$ cat src/rtl/sw_ctrl_pkg.sv
// Shared definitions for the Smith-Waterman array sequencer.
//   state_e   : sequencer FSM states (IDLE, LOAD, RUN, DRAIN)
//   BASE_*    : 2-bit nucleotide encoding used on the query/reference streams
package sw_ctrl_pkg;

  typedef enum logic [1:0] {
    IDLE  = 2'd0,
    LOAD  = 2'd1,
    RUN   = 2'd2,
    DRAIN = 2'd3
  } state_e;

  localparam logic [1:0] BASE_A = 2'd0;
  localparam logic [1:0] BASE_C = 2'd1;
  localparam logic [1:0] BASE_G = 2'd2;
  localparam logic [1:0] BASE_T = 2'd3;

endpackage

$ cat src/rtl/sw_hit_encoder.sv
// Combinational hit encoder over the per-PE high-score flags.
//   vec_i   : per-PE flags, bit i from PE i
//   idx_o   : index of the lowest set bit (0 when no bit is set)
//   multi_o : more than one flag set
//   pop_o   : number of flags set
module sw_hit_encoder #(
  parameter int NUM_PE   = 64,
  parameter int PE_IDX_W = 6,
  parameter int CNT_W    = $clog2(NUM_PE + 1)
) (
  input  logic [NUM_PE-1:0]   vec_i,
  output logic [PE_IDX_W-1:0] idx_o,
  output logic                multi_o,
  output logic [CNT_W-1:0]    pop_o
);

  // Scanning from the top down lets the lowest set bit overwrite last.
  always_comb begin
    idx_o = '0;
    pop_o = '0;
    for (int i = NUM_PE - 1; i >= 0; i--) begin
      if (vec_i[i]) idx_o = PE_IDX_W'(i);
      pop_o = pop_o + CNT_W'(vec_i[i]);
    end
  end

  assign multi_o = (pop_o > CNT_W'(1));

endmodule

$ cat src/rtl/sw_array_ctrl.sv
// Sequencer for a linear Smith-Waterman systolic array (affine gap scoring).
// Loads the query through the S/store_S chain, streams the reference through
// the T/init chain with global stalls when a stream starves, drains the
// pipeline for NUM_PE cycles and turns per-PE high-score flags into hit
// reports (PE index, reference position).
//
// Ports: clk/rst (sync, active-high); start/cfg_threshold job control;
//   q_* query stream, r_* reference stream (host side);
//   arr_* registered drive to PE 0; high_score_vec flags from the array;
//   hit_* one-cycle hit reports; busy/done job status; dbg_state FSM state.
//
// Handshake: a base transfers on a cycle where valid and ready are both high;
// ready depends only on the FSM state, never on valid, and valid may be
// dropped at any time (the array is stalled for that cycle).
//
// Optional: define SW_ARRAY_CTRL_HIT_COUNT_EN to add output hit_count, a
// saturating sum of flagged PEs over all report cycles of the job.
module sw_array_ctrl
  import sw_ctrl_pkg::*;
#(
  parameter int NUM_PE     = 64,
  parameter int WIDTH      = 10,
  parameter int POS_W      = 32,
  parameter int PE_IDX_W   = 6,
  parameter int INIT_V_VAL = 0,
  parameter int INIT_E_VAL = 0
) (
  input  logic                clk,
  input  logic                rst,
  input  logic                start,
  input  logic [WIDTH-1:0]    cfg_threshold,
  input  logic [1:0]          q_data,
  input  logic                q_valid,
  output logic                q_ready,
  input  logic [1:0]          r_data,
  input  logic                r_valid,
  input  logic                r_last,
  output logic                r_ready,
  output logic                arr_stall,
  output logic [1:0]          arr_S_in,
  output logic                arr_store_S_in,
  output logic [1:0]          arr_T_in,
  output logic                arr_init_in,
  output logic [WIDTH-1:0]    arr_init_V,
  output logic [WIDTH-1:0]    arr_init_E,
  output logic [WIDTH-1:0]    arr_threshold,
  input  logic [NUM_PE-1:0]   high_score_vec,
  output logic                hit_valid,
  output logic [PE_IDX_W-1:0] hit_pe,
  output logic [POS_W-1:0]    hit_pos,
  output logic                hit_multi,
`ifdef SW_ARRAY_CTRL_HIT_COUNT_EN
  output logic [POS_W-1:0]    hit_count,
`endif
  output logic                busy,
  output logic                done,
  output state_e              dbg_state
);

  localparam int                 CNT_W    = $clog2(NUM_PE + 1);
  localparam logic [PE_IDX_W-1:0] LAST_IDX = PE_IDX_W'(NUM_PE - 1);

  state_e              state_q;
  logic [PE_IDX_W-1:0] load_cnt_q, drain_cnt_q;
  logic [POS_W-1:0]    ref_cnt_q, adv_cnt_q;
  logic                adv_q;
  logic                stall_q, store_q, init_q, done_q;
  logic [1:0]          s_q, t_q;
  logic [WIDTH-1:0]    thr_q;
  logic                hit_valid_q, hit_multi_q;
  logic [PE_IDX_W-1:0] hit_pe_q;
  logic [POS_W-1:0]    hit_pos_q;

  logic [PE_IDX_W-1:0] enc_idx;
  logic                enc_multi;
  logic [CNT_W-1:0]    enc_pop;
  logic                adv, report;

  sw_hit_encoder #(
    .NUM_PE  (NUM_PE),
    .PE_IDX_W(PE_IDX_W),
    .CNT_W   (CNT_W)
  ) u_enc (
    .vec_i  (high_score_vec),
    .idx_o  (enc_idx),
    .multi_o(enc_multi),
    .pop_o  (enc_pop)
  );

  // adv marks a cycle whose decision lets the array step (its registered
  // arr_stall will be 0 in RUN/DRAIN). Flags appear the cycle after such a
  // step, so only adv_q cycles may report; frozen cycles cannot re-report.
  assign adv    = (state_q == RUN && r_valid) || (state_q == DRAIN);
  assign report = adv_q && (enc_pop != '0);

  always_ff @(posedge clk) begin
    if (rst) begin
      state_q     <= IDLE;
      load_cnt_q  <= '0;
      drain_cnt_q <= '0;
      ref_cnt_q   <= '0;
      adv_cnt_q   <= '0;
      adv_q       <= 1'b0;
      stall_q     <= 1'b0;
      store_q     <= 1'b0;
      init_q      <= 1'b0;
      s_q         <= '0;
      t_q         <= '0;
      thr_q       <= '0;
      done_q      <= 1'b0;
      hit_valid_q <= 1'b0;
      hit_pe_q    <= '0;
      hit_pos_q   <= '0;
      hit_multi_q <= 1'b0;
    end else begin
      done_q      <= 1'b0;
      adv_q       <= adv;
      hit_valid_q <= report;
      if (adv) adv_cnt_q <= adv_cnt_q + POS_W'(1);
      if (report) begin
        hit_pe_q    <= enc_idx;
        // The flagging PE saw the base that entered (hit_pe) steps earlier.
        hit_pos_q   <= adv_cnt_q - POS_W'(1) - POS_W'(enc_idx);
        hit_multi_q <= enc_multi;
      end
      case (state_q)
        IDLE: begin
          stall_q <= 1'b0;
          store_q <= 1'b0;
          init_q  <= 1'b0;
          if (start) begin
            thr_q      <= cfg_threshold;
            load_cnt_q <= '0;
            state_q    <= LOAD;
          end
        end
        LOAD: begin
          if (q_valid) begin
            s_q        <= q_data;
            store_q    <= 1'b1;
            stall_q    <= 1'b0;
            load_cnt_q <= load_cnt_q + PE_IDX_W'(1);
            if (load_cnt_q == LAST_IDX) begin
              state_q   <= RUN;
              adv_cnt_q <= '0;
              ref_cnt_q <= '0;
            end
          end else begin
            stall_q <= 1'b1;
            store_q <= 1'b0;
          end
        end
        RUN: begin
          store_q <= 1'b0;
          if (r_valid) begin
            t_q       <= r_data;
            init_q    <= 1'b1;
            stall_q   <= 1'b0;
            ref_cnt_q <= ref_cnt_q + POS_W'(1);
            if (r_last) begin
              state_q     <= DRAIN;
              drain_cnt_q <= '0;
            end
          end else begin
            stall_q <= 1'b1;
            init_q  <= 1'b0;
          end
        end
        DRAIN: begin
          t_q         <= '0;
          init_q      <= 1'b0;
          stall_q     <= 1'b0;
          drain_cnt_q <= drain_cnt_q + PE_IDX_W'(1);
          if (drain_cnt_q == LAST_IDX) begin
            state_q <= IDLE;
            done_q  <= 1'b1;
          end
        end
        default: state_q <= IDLE;
      endcase
    end
  end

`ifdef SW_ARRAY_CTRL_HIT_COUNT_EN
  logic [POS_W-1:0] hit_count_q;
  logic [POS_W:0]   hc_sum;

  assign hc_sum = {1'b0, hit_count_q} + (POS_W + 1)'(enc_pop);

  // A start in IDLE clears the count even if a late report lands that cycle.
  always_ff @(posedge clk) begin
    if (rst) begin
      hit_count_q <= '0;
    end else if (state_q == IDLE && start) begin
      hit_count_q <= '0;
    end else if (report) begin
      hit_count_q <= hc_sum[POS_W] ? '1 : hc_sum[POS_W-1:0];
    end
  end

  assign hit_count = hit_count_q;
`endif

  assign q_ready        = (state_q == LOAD);
  assign r_ready        = (state_q == RUN);
  assign busy           = (state_q != IDLE);
  assign done           = done_q;
  assign dbg_state      = state_q;
  assign arr_stall      = stall_q;
  assign arr_S_in       = s_q;
  assign arr_store_S_in = store_q;
  assign arr_T_in       = t_q;
  assign arr_init_in    = init_q;
  assign arr_init_V     = WIDTH'(INIT_V_VAL);
  assign arr_init_E     = WIDTH'(INIT_E_VAL);
  assign arr_threshold  = thr_q;
  assign hit_valid      = hit_valid_q;
  assign hit_pe         = hit_pe_q;
  assign hit_pos        = hit_pos_q;
  assign hit_multi      = hit_multi_q;

endmodule
$ cat config.mk
export PLATFORM = sky130hd
export DESIGN_NAME = sw_array_ctrl
export DESIGN_NICKNAME = d
export VERILOG_FILES = /design/src/rtl/sw_ctrl_pkg.sv /design/src/rtl/sw_hit_encoder.sv /design/src/rtl/sw_array_ctrl.sv
export SDC_FILE = /design/constraint.sdc
export NUM_CORES = 1
export LEC_CHECK = 0
export ABC_AREA = 1
export BUFFER_PORTS_ARGS = -buffer_cell sky130_fd_sc_hd__clkbuf_2
export CORE_UTILIZATION = 60
export CTS_CLUSTER_DIAMETER = 30
export DETAILED_ROUTE_END_ITERATION = 8
export PLACE_DENSITY = 0.87
export SLEW_MARGIN = 5
export SYNTH_ARGS = -nofsm -noshare
export SYNTH_HDL_FRONTEND = slang
export SYNTH_SLANG_ARGS = --single-unit
$ cat constraint.sdc
create_clock -name clk -period 15.96 [get_ports clk]
set_input_delay 0.798 -clock clk [delete_from_list [all_inputs] [get_ports clk]]
set_output_delay 0.798 -clock clk [all_outputs]
set_load 0.05 [all_outputs]
==> out/results.tsv <==
metric	value	unit
slew_viol_final	0	
tns	0	ns
max_slew.worst_pin.slew	0.9885	ns
initial_core_util	0.6131	
required	16.17	ns
cts-htree-levels	3	
synth_enable_flop_cells	0	
status	complete, no violations	
hold_end	hit_pos[20]	
startpoint_type	input port	
grt_max_degree	66	
drtIter0Drc	388	
drv_cap	0	
power.leakage	4.488	nW
rsz0062_at_grt	no	
io_buffer_count	146	
cts_resized	0	
grt_overflow	0	
wl_per_cell	13.19	µm
post-route-period-util	0.4946	
min-delay-start	hit_pos[20]	
crit_type	input port to flop	
hold-worst-slack	0.4683	ns
hold_depth	2	
clk_path_buf_depth	2	
gp_congestion	0.9620	
reg2reg_depth	26	
cp-end-kind	flop	
drtAntennaViolNets	0	
r2r-end	hit_pos[31]	
syn_area	0.007737	mm²
die_x	115.6	µm
die_area	0.01335	mm²
rr_startpoint	adv_cnt_q[2]	
slowest_delay	0.55	ns
cts_tree	done	
drt_wl_total	17.61	mm
ir_drop	0.1701	mV
crit_slowest_cell	fa_1	
crit_chain	clkbuf_2 > inv_1 > ha_1 > inv_1 > fa_1 > fa_1 > fa_1 > fa_1 > fa_1 > fa_1 > fa_1 > fa_1 > fa_1 > fa_1 > inv_1 > nor4_1 > o2111ai_1 > nand2b_1 > nand2_1 > inv_2 > o21ai_0 > a21oi_2	
setup-violations-final	0	
period_needed	7.894	ns
grt_pass1_wl	29.09	mm
fmax	126.7	MHz
first_pass_iters	4	
clk_pin_slew	0.07	ns
synth-async-reset-ratio	0	
avgSynthCellArea	7.571	µm²
crit_arrival	8.10	ns
worstHoldPathType	flop to flop	
synth_cell_types	41	
num_vias	6783	
hold_viol	0	
fin_nets	1329	
antenna_found_initial	0	
diodes	0	
postCtsSetupRepairBufs	0	
drc	0	
cts.sinks	105	
vias_per_cell	5.081	
slew-limit-headroom	0.3401	
core.rowCount	41	
cts_buffers	9	
power.density	196.2	mW/mm²
grt_pass1_vias	6376	
syn_inst	1022	
cts.hold.buffers_added	0	
groute.usage.overall	0.2796	
crit_path_frequent_cell	fa_1	
fin_worst_skew	0.01036	ns
boundaryPins	167	
core_region_area	0.01262	mm²
synth_ff_type	dfxtp_1	
crit_fanout	65	
cp-startpoint	high_score_vec[62]	
synth_warnings	0	
hpwl	14.03	mm
clock-root-buffer	clkbuf_16	
syn2layout_area_growth	14.52	%
layout-drive-gt1-share	0.1892	
clock_latency	0.35	ns
synth-seq-cells	105	
die_y	115.6	µm
r2r_slack	11.96	ns
ys_seq_area_frac	0.2717	
==> cells in the final DEF (no fill, tap or decap), drive strengths merged, types with 10 or more instances in the layout <==
cell type	count
a21oi	54
bufinv	28
clkbuf	155
conb	20
dfxtp	105
fa	55
ha	32
inv	169
nand2	172
nand3	22
nand4	10
nor2	159
nor3	28
nor4	10
o21ai	62
xor2	27
==> synthesized netlist by cell type (3+ instances only) <==
master      n  share of area
nand3_1    22          0.014
xor2_1     27          0.031
nor3_1     27          0.017
fa_1       55           0.14
nor3b_1     5         0.0049
a21oi_1    53          0.034
nand2_1   171          0.083
clkbuf_1   20         0.0097
nor2_1    159          0.077
o221ai_1    3         0.0034
nand4_1    10         0.0081
clkinv_1    4         0.0019
dfxtp_1   105           0.27
a211oi_1    5         0.0049
o211ai_1    4         0.0039
inv_1     139          0.067
bufinv_8   26          0.059
o21ai_0    26          0.017
xnor2_1     9          0.010
inv_2      27          0.013
a31oi_1     5         0.0040
nor4_1     10         0.0081
ha_1       32          0.052
o21ai_1    36          0.023
buf_4      20          0.019
==> report_power, final <==
group	internal [mW]	switching [mW]
Clock	0.139	0.103
Sequential	0.308	0.0310
Combinational	0.446	0.712
Total	0.893	0.846
==> flip-flops by register name, summed over array words and instances, names as in the netlist <==
register / cells
arr_threshold: 10
dbg_state: 2
load_cnt_q: 6
adv_q: 1
hit_valid: 1
hit_pos: 32
arr_store_S_in: 1
drain_cnt_q: 6
arr_T_in: 2
hit_multi: 1
arr_S_in: 2
hit_pe: 6
arr_stall: 1
arr_init_in: 1
adv_cnt_q: 32
done: 1
==> critical path, delay by kind of cell <==
family                     cells  cell delay (ns)
buffers and inverters          5             0.80
and+or+nand+nor                3             0.79
adders and majority gates     11             5.09
AOI/OAI and AO/OA              3             0.60
==> cell type report <==
class	instances	area, µm²
clock inverters	7	101.3
well taps	172	215.2
fillers	1021	3759
clock buffers	9	225.2
multi-input cells	698	4378
inverters	196	1094
repair buffers	148	745.7
flip-flops and latches	105	2102
==> per-layer routing <==
metal / GRT usage / part of all wire / vias to the layer above
li1: - / - / 3415
met1: 0.3580 / 0.44 / 3092
met2: 0.4774 / 0.47 / 241
met3: 0.05021 / 0.063 / 35
met4: 0.09351 / 0.024 / 0
met5: 0 / 0 / -
==> per-stage QoR <==
stage	setup slack [ns]	std cells	area, µm²	util	total power, mW
floorplan	8.757	1041	7809	-	1.212
global placement	7.904	1319	8534	0.6763	1.408
detailed placement	7.732	1319	8534	0.6763	1.497
CTS	8.075	1335	8861	0.7022	1.754
global route	7.668	1335	8861	0.7022	1.919
finish	8.066	1335	8861	0.7022	1.739
==> cell families (layout without fill, tap and decap cells) <==
logic type / after synthesis / after routing / synth area share
and+or+nand+nor: 411 / 411 / 0.2190
buffers and inverters: 238 / 360 / 0.1717
AOI/OAI and AO/OA: 144 / 144 / 0.1024
DFF: 105 / 105 / 0.2717
adders and majority gates: 87 / 87 / 0.1940
xor gates and xnor gates: 36 / 36 / 0.04075
other: 1 / 20 / 0.0004847
==> worst max-delay path by stage <==
stage | to | slack, ns
floorplan | hit_pos[31] | 8.76
global placement | hit_pe[0] | 7.90
detailed placement | hit_pe[0] | 7.73
CTS | hit_pe[0] | 8.08
global route | hit_pos[31] | 7.67
finish | hit_pe[0] | 8.07
Note: power is estimated with default switching activity, not from simulation.
